`src/rtl/wb_queue.sv`:
```
// rtl/wb_queue.sv - register-file writeback FIFO with optional bypass lookup
// Define WBQ_BYPASS_EN to build the hit/fwd_dat lookup; otherwise those outputs are tied to 0.
module wb_queue #(
  parameter int DEPTH = 4
) (
  input  logic                       clk,
  input  logic                       rst_n,
  input  logic                       enq_valid,
  input  logic [4:0]                 enq_reg,
  input  logic [31:0]                enq_dat,
  output logic                       enq_ready,
  input  logic                       hold,
  output logic                       write,
  output logic [4:0]                 w_reg,
  output logic [31:0]                w_dat,
  input  logic [4:0]                 q_reg0,
  input  logic [4:0]                 q_reg1,
  output logic                       hit0,
  output logic                       hit1,
  output logic [31:0]                fwd_dat0,
  output logic [31:0]                fwd_dat1,
  output logic [$clog2(DEPTH):0]     count
);

  localparam int PW = $clog2(DEPTH);
  localparam int CW = PW + 1;

  logic [4:0]    regs [DEPTH];
  logic [31:0]   dats [DEPTH];
  logic [PW-1:0] wptr;
  logic [PW-1:0] rptr;
  logic          push;
  logic          pop;
  logic          nonempty;

  assign nonempty  = (count != '0);
  assign enq_ready = (count != CW'(DEPTH));
  // r0 requests are acknowledged but never stored
  assign push      = enq_valid && enq_ready && (enq_reg != 5'd0);
  assign write     = nonempty && !hold;
  assign pop       = write;
  assign w_reg     = nonempty ? regs[rptr] : 5'd0;
  assign w_dat     = nonempty ? dats[rptr] : 32'd0;

  always_ff @(posedge clk or negedge rst_n) begin
    if (!rst_n) begin
      wptr  <= '0;
      rptr  <= '0;
      count <= '0;
    end else begin
      if (push) wptr <= wptr + PW'(1);
      if (pop)  rptr <= rptr + PW'(1);
      case ({push, pop})
        2'b10:   count <= count + CW'(1);
        2'b01:   count <= count - CW'(1);
        default: count <= count;
      endcase
    end
  end

  always_ff @(posedge clk) begin
    if (push) begin
      regs[wptr] <= enq_reg;
      dats[wptr] <= enq_dat;
    end
  end

`ifdef WBQ_BYPASS_EN
  // Scan oldest to youngest so the last match (youngest) wins.
  function automatic logic [32:0] lookup(input logic [4:0] q);
    logic [32:0]   r;
    logic [PW-1:0] idx;
    r = '0;
    for (int i = 0; i < DEPTH; i++) begin
      idx = rptr + PW'(i);
      if ((CW'(i) < count) && (q != 5'd0) && (regs[idx] == q))
        r = {1'b1, dats[idx]};
    end
    return r;
  endfunction

  always_comb begin
    {hit0, fwd_dat0} = lookup(q_reg0);
    {hit1, fwd_dat1} = lookup(q_reg1);
  end
`else
  logic unused_lookup;
  assign unused_lookup = ^{q_reg0, q_reg1};
  assign hit0     = 1'b0;
  assign hit1     = 1'b0;
  assign fwd_dat0 = 32'd0;
  assign fwd_dat1 = 32'd0;
`endif

endmodule

```
`config.mk`:
```
export PLATFORM = sky130hd
export DESIGN_NAME = wb_queue
export DESIGN_NICKNAME = d
export VERILOG_FILES = /design/src/rtl/wb_queue.sv
export SDC_FILE = /design/constraint.sdc
export NUM_CORES = 1
export LEC_CHECK = 0
export ABC_AREA = 1
export BUFFER_PORTS_ARGS = -buffer_cell sky130_fd_sc_hd__buf_4
export CAP_MARGIN = 20
export CORE_MARGIN = 10
export CORE_UTILIZATION = 50
export CTS_CLUSTER_DIAMETER = 80
export DETAILED_ROUTE_END_ITERATION = 8
export PLACE_DENSITY = 0.76
export SYNTH_ARGS = -nofsm -noshare
export SYNTH_HDL_FRONTEND = slang
export SYNTH_SLANG_ARGS = --single-unit
export TNS_END_PERCENT = 20
```
`constraint.sdc`:
```
create_clock -name clk -period 4.2 [get_ports clk]
set_clock_uncertainty 0.15 [all_clocks]
set_input_delay 0 -clock clk [delete_from_list [all_inputs] [get_ports clk]]
set_output_delay 0 -clock clk [all_outputs]
set_load 0.1 [all_outputs]
```
# Word-level counts from Yosys, hierarchy flattened
# Memory sizes are Yosys's and may differ from the RTL's.
# Index checks and enable logic that the tools add are counted.
op_classes:
  n_reduce_logical: 7
  n_addsub: 4
  muxes: 5
  eq_ne: 3
op_table:
  columns: ["operator", "count"]
  rows:
  - ["two-way mux 32 bit", 1]
  - ["case mux 3 bit (2 select lines)", 1]
  - ["two-way mux 5 bit", 1]
  - ["nonzero test 5 bit", 1]
  - ["adder 2 x 1 -> 2 bit (second input constant)", 2]
  - ["adder 3 x 1 -> 3 bit (second input constant)", 1]
  - ["logical AND 1 bit", 3]
  - ["inequality test 3 bit (second input constant)", 1]
  - ["nonzero test 3 bit", 1]
  - ["subtractor 3 x 1 -> 3 bit (second input constant)", 1]
  - ["== test 2 x 1 -> 1 bit (second input constant)", 1]
  - ["== test 2 bit (second input constant)", 1]
  - ["two-way mux 1 bit", 2]
  - ["nonzero test 2 bit", 1]
  - ["zero test 1 bit", 1]
totals:
  ramBits: 148
  reg_bits: 7
  n_memories: 2
memory_table:
  columns: ["name", "depth", "width", "rd", "rd_ports_with_merged_regs", "write_ports", "line", "text"]
  rows:
  - ["dats", 4, 32, 1, 0, 1, "29", "logic [31:0] dats [DEPTH];"]
  - ["regs", 4, 5, 1, 0, 1, "28", "logic [4:0] regs [DEPTH];"]

# Logic depth before layout (Yosys ltp)
# Gate-level depths: netlist (run 1).
logic_depth:
  ltp_word: 5
  depth_mapped: 11

# Worst setup path after synthesis (run 1)
# Ideal clock, no wire load.
synth_timing:
  path_type: "flip-flop to flip-flop"
  start: "register count[1]"
  end: "memory dats[0][0] (enable)"
  n_path_buf: 0
  arrival_time_ps: 3105
  required_time_ps: 3619
  period_less_slack_ps: 3687
  setup_ps: 431
  path_slack_ps: 513
  stages_incl_launch_ff: 5
  path_cell_list: "dfrtp_1 -> nor2_1 -> a21oi_1 -> nand2_1 -> nor2_1"
synth_via:
  elab_chain_len: 5
synth_lines:
  columns: ["item", "line", "text"]
  rows:
  - ["start: declaration", "22", "output logic [$clog2(DEPTH):0] count"]
  - ["start signal: assignment", "54", "2'b10: count <= count + CW'(1);"]
  - ["start signal: assignment", "55", "2'b01: count <= count - CW'(1);"]
  - ["start signal: assignment", "56", "default: count <= count;"]
  - ["inequality test 3 bit", "37", "assign enq_ready = (count != CW'(DEPTH));"]
  - ["logical AND 1 bit (2 in series)", "39", "assign push = enq_valid && enq_ready && (enq_reg != 5'd0);"]
  - ["two-way mux 1 bit", "62", "if (push) begin"]
  - ["two-way mux 1 bit (not written as such)", "64", "dats[wptr] <= enq_dat;"]
  - ["end: declaration", "29", null]
# No other way between the ends.

# Final worst setup path (run 1)
layout_timing:
  start: "register count[0]"
  end: "memory dats[2][28] (enable)"
# Same word-level chain as after synthesis.

==> results of run 1 <==
==> flip-flops by register name (all words and copies together) (netlist names) <==
signal and cells:
count 3, dats 128, rptr 2, wptr 2, regs 20
==> cells in the mapped netlist <==
cell      count  area share (%)
a21oi_1      38             2.8
buf_2        15             1.1
buf_4        72             8.0
buf_6         1            0.17
clkbuf_1      5            0.28
conb_1        1           0.055
dfrtp_1       7             2.6
edfxtp_1    148              66
fa_1          1            0.30
ha_1          5            0.93
inv_1        15            0.83
inv_2         2            0.11
nand2_1     160             8.9
nand3_1       3            0.22
nand3b_1      2            0.22
nor2_1       81             4.5
o21ai_0      31             2.3
o21ai_1       8            0.59
xnor2_1       1            0.13
xor2_1        2            0.26
==> final timing paths <==
kind	start	endpoint	slack, ps	cells after the start
max in group asynchronous	rst_n	rptr[0]$_DFFE_PN0P_	3220	3
min	enq_dat[25]	dats[1][25]$_DFFE_PP_	180	2
min reg2reg	rptr[1]$_DFFE_PN0P_	rptr[1]$_DFFE_PN0P_	370	2
min in group asynchronous	rst_n	count[2]$_DFFE_PN0P_	420	3
max	count[0]$_DFFE_PN0P_	dats[2][28]$_DFFE_PP_	1460	5
max reg2reg	count[0]$_DFFE_PN0P_	dats[2][28]$_DFFE_PP_	1460	5
==> per-layer routing <==
| layer | vias up | routed length (um) | share of wire [%] | global-route usage [%] |
|---|---|---|---|---|
| met5 | - | 0 | 0 | 0 |
| met4 | 0 | 150 | 1.0 | 5.44 |
| met3 | 19 | 1480 | 10 | 5.09 |
| met2 | 194 | 7190 | 49 | 26.9 |
| met1 | 2103 | 5940 | 40 | 18.3 |
| li1 | 2107 | - | - | - |
==> per-stage QoR <==
stage / util, % / cells / hold slack (ps) / setup WS, ps / instance area (sq um)
2_1_floorplan: - / 663 / -446 / 513 / 7010
3_5_place_dp: 55.1 / 835 / -334 / 1480 / 7290
5_1_grt: 63.1 / 907 / 171 / 1270 / 8350
3_3_place_gp: 54.9 / 834 / -334 / 1560 / 7270
4_1_cts: 63.1 / 907 / 159 / 1440 / 8350
6_report: 63.1 / 907 / 176 / 1460 / 8350
==> cells by family (layout without fill, tap and decap cells) <==
kind of cell,Yosys count,after routing,synth area share [%]
AOI/OAI and AO/OA,77,77,5.70
other,1,66,0.0555
buffers and inverters,110,178,10.5
xor gates and xnor gates,3,3,0.389
adders and majority gates,6,6,1.22
and+or+nand+nor,246,246,13.8
DFF,155,155,68.3
==> placed cells by master, fill, tap and decap left out <==
cell,count
a21oi_1,38
buf_12,1
buf_4,88
bufinv_16,6
clkbuf_16,17
clkinv_1,2
clkinv_2,4
clkinv_4,1
conb_1,66
dfrtp_1,6
dfrtp_2,1
dlygate4sd3_1,41
edfxtp_1,148
fa_1,1
ha_1,5
inv_1,14
inv_2,3
inv_6,1
nand2_1,160
nand3_1,3
nand3b_1,2
nor2_1,77
nor2_4,4
o21ai_0,31
o21ai_1,8
xnor2_1,1
xor2_1,2
==> timing repair <==
item / CTS / global route
hold endpoints to repair: 159 / 0
endpoints found under the setup margin: 0 / 0
hold buffers: 41 / 0
==> layout make-up <==
cell class	instances	area (sq um)	area share, %
flip-flops and latches	155	4620	55.3
multi-input cells	398	1710	20.4
repair buffers	130	1090	13.1
clock buffers	17	425	5.09
clock inverters	14	225	2.70
well taps	176	220	2.64
inverters	17	63.8	0.764
==> impl_metrics.toml, run 1 <==
[outcome]
outcome = "completed"

[synth]
yosysWarnings = 0
synth_cell_types = 20
syn_area_per_cell_sq_um = 11.3
syn-instance-count = 598
ys_ff_latch = 155
ys_seq_area_share_pct = 68.3
syn-cell-area_sq_um = 6760

[critical_path]
worstSetupPathType = "reg2reg"
crit_slowest_cell = "nor2_4"
cp-end-kind = "flop"
crit_buf_inv = 1
required_ps = 4170
worstPathArrival_ps = 2710
worstSetupStartpointType = "flop"
cp_top_family = "simple AND/OR/NAND/NOR gates"
crit_path_cell_trace = "nor2_1, a21oi_1, nand2_1, nor2_4, buf_4"
max_stage_delay_ps = 820
worstPathMaxFanout = 28

[drt]
drt_wl_total_um = 14800
wire_per_inst_um = 16.3
drt_iter0_drc = 336
remaining_drc_errors = 0
vias = 4423
avgViaCountPerCell = 4.88
final_antenna_net_count = 0
first_pass_iters = 5

[placement]
place_congestion = 0.792
io_buffers = 82
hpwl_um = 8540

[floorplanning]
start_util_pct = 51.1
die_w_um = 136
rows = 42
die_h_um = 136
design.core.area_sq_um = 13200
io_pins = 159
die_area_sq_um = 18600

[grt]
overflow = 0
grt_max_degree = 76
track_usage_pct = 15.8
first_global_vias = 4523
grt_pass1_wl_um = 22800
antenna_found_initial = 0

[timing]
final.setup.tns_ps = 0
grt_setup_unrepaired = "false"
period_needed_ps = 2740
tightest_slew_ps = 938
max_clock_freq_mhz = 365
hold_violations = 0
slew_viol_final = 0
slew_headroom_pct = 37.3
finalCritPeriodShare_pct = 65.3
setup_viol = 0

[flow_run]
drv_cap = 0

[clock_network]
cts_tree = "built"
cts_buffer_depth = 2
cts-buffers-inserted = 17
post_cts_resized = 0
clock-sinks = 155
cts_root_buf = "clkbuf_16"
clock_latency_ps = 410
htree_levels = 4
clk_pin_slew_ps = 60
post_cts_buffers = 0

[layout]
areaGrowthSynthToFinish_pct = 23.5
fillers = 971
drive_above_1_share_pct = 17.2
diodes = 0
nets = 776

[min_path]
hp-class = "in2reg"
Power of run 1 is left out: the tool's default activity adds up to more than one toggle a clock period on the data nets, which glitch-free logic cannot reach.
==> run 2, diff against run 1 <==
==> constraint.sdc (replaced) <==
create_clock -name clk -period 2.8 [get_ports clk]
set_clock_uncertainty 0.15 [all_clocks]
set_input_delay 0 -clock clk [delete_from_list [all_inputs] [get_ports clk]]
set_output_delay 0 -clock clk [all_outputs]
set_load 0.1 [all_outputs]
==> run 2 against run 1 <==
Hold slack better by 9.7 ps. Global-route usage is 0.89 points lower. Routed wire length is 4.2% lower. Via count is 0.20% higher. First-iteration DRC count is 6.5% higher. Register-to-register slack worse by 820 ps. Critical path depth is 1 higher. Setup slack worse by 1100 ps. Die area stayed put. Non-clock buffer count is 10 higher. Final cell count is 1.2% higher.
==> impl_metrics.toml, run 2 (synthesis gave the netlist of run 1 again) <==
[outcome]
outcome = "completed"

[clock_network]
cts_tree = "built"
clk_pin_slew_ps = 60
ctsHoldBuffers = 41
cts-buffers-inserted = 17
htree_levels = 4
cts_root_buf = "clkbuf_16"
clock-sinks = 155
cts_buffer_depth = 2
post_cts_resized = 0
clock_latency_ps = 410
post_cts_buffers = 0

[floorplanning]
start_util_pct = 51.1
die_w_um = 136
io_pins = 159
die_h_um = 136
design.core.area_sq_um = 13200
rows = 42
die_area_sq_um = 18600

[critical_path]
required_ps = 2650
worstSetupPathType = "reg2out"
worstPathMaxFanout = 75
worstSetupStartpointType = "flop"
cp-end-kind = "output pin"
worstPathArrival_ps = 2300

[layout]
instances_no_fill = 918
mostFrequentLayoutCell = "nand2_1"
mostFrequentLayoutCells = "160 x nand2_1, 148 x edfxtp_1, 98 x buf_4, 77 x nor2_1, 66 x conb_1"
nets = 786
top_regs = "dats x128, regs x20, count x3"
largest-register = "dats"
largest_reg_flops = 128
areaGrowthSynthToFinish_pct = 24.5
drive_above_1_share_pct = 18.8

[grt]
first_global_vias = 4468
track_usage_pct = 14.9
grt_max_degree = 76
grt_pass1_wl_um = 21600
antenna_found_initial = 1
overflow = 0

[timing]
tightest_slew_ps = 824
grt_setup_unrepaired = "false"
final.setup.tns_ps = 0
period_needed_ps = 2450
setup_viol = 0
slew_headroom_pct = 45.0
finalCritPeriodShare_pct = 87.4
hold_violations = 0
max_clock_freq_mhz = 408
slew_viol_final = 0
whs_ps = 186

[drt]
remaining_drc_errors = 0
wl_met2_um = 6790
final_antenna_net_count = 0
first_pass_iters = 4
wire_per_inst_um = 15.4
vias = 4432
drt-met1-wl_um = 5740
drt_wl_total_um = 14100
highest_layer = "met4"
avgViaCountPerCell = 4.83
wl_met3_um = 1500
drt_iter0_drc = 358

[flow_run]
drv_cap = 0

[placement]
place_congestion = 0.798
io_buffers = 82
hpwl_um = 8920
dp_cells = 845

[min_path]
hp-class = "in2reg"
==> run 2: cell types whose count changed in the layout (fill, tap and decap cells not counted), moves of 2 or more <==
cell / change
buf_4: +10
clkbuf_1: +3
clkinv_1: -2
clkinv_2: -2
clkinvlp_4: +2
dfrtp_1: -3
dfrtp_2: +3
==> run 2: area by class of cell <==
class	instances	area, sq um
fillers	970	4820
flip-flops and latches	155	4620
multi-input cells	398	1710
repair buffers	140	1170
clock buffers	20	437
well taps	176	220
clock inverters	11	194
inverters	17	67.6
diodes	1	2.50
==> run 2: metrics by stage <==
step / instance area, sq um / setup slack, ps / util (%)
floorplan: 7020 / -7.55 / -
global placement: 7370 / 734 / 55.7
global route: 8420 / 157 / 63.6
detailed placement: 7370 / 674 / 55.7
CTS: 8420 / 330 / 63.5
finish: 8420 / 351 / 63.6
==> run 2: metal layers <==
| layer | up-vias | track usage (%) |
|---|---|---|
| li1 | 2130 | - |
| met1 | 2120 | 17.1 |
| met2 | 169 | 25.4 |
| met3 | 13 | 4.32 |
| met4 | 0 | 6.27 |
| met5 | - | 0 |
==> run 2: critical path: stages (launching register included) <==
cell	delay (ps)
dfrtp_2	360
buf_4	650
nor2_1	130
nor2_1	120
o21ai_0	90
a21oi_1	180
buf_4	320
==> run 2: worst paths after layout <==
check | slack [ps] | to | startpoint | cells after the start
min in group asynchronous | 420 | count[1]$_DFFE_PN0P_ | rst_n | 3
worst max-delay path | 350 | w_dat[18] | rptr[0]$_DFFE_PN0P_ | 6
worst min register to register | 360 | count[0]$_DFFE_PN0P_ | count[0]$_DFFE_PN0P_ | 1
worst min-delay path | 190 | dats[0][4]$_DFFE_PP_ | enq_dat[4] | 2
worst max register to register | 640 | count[1]$_DFFE_PN0P_ | count[1]$_DFFE_PN0P_ | 8
max in group asynchronous | 1810 | rptr[0]$_DFFE_PN0P_ | rst_n | 3
Power of run 2 is left out for the same reason.
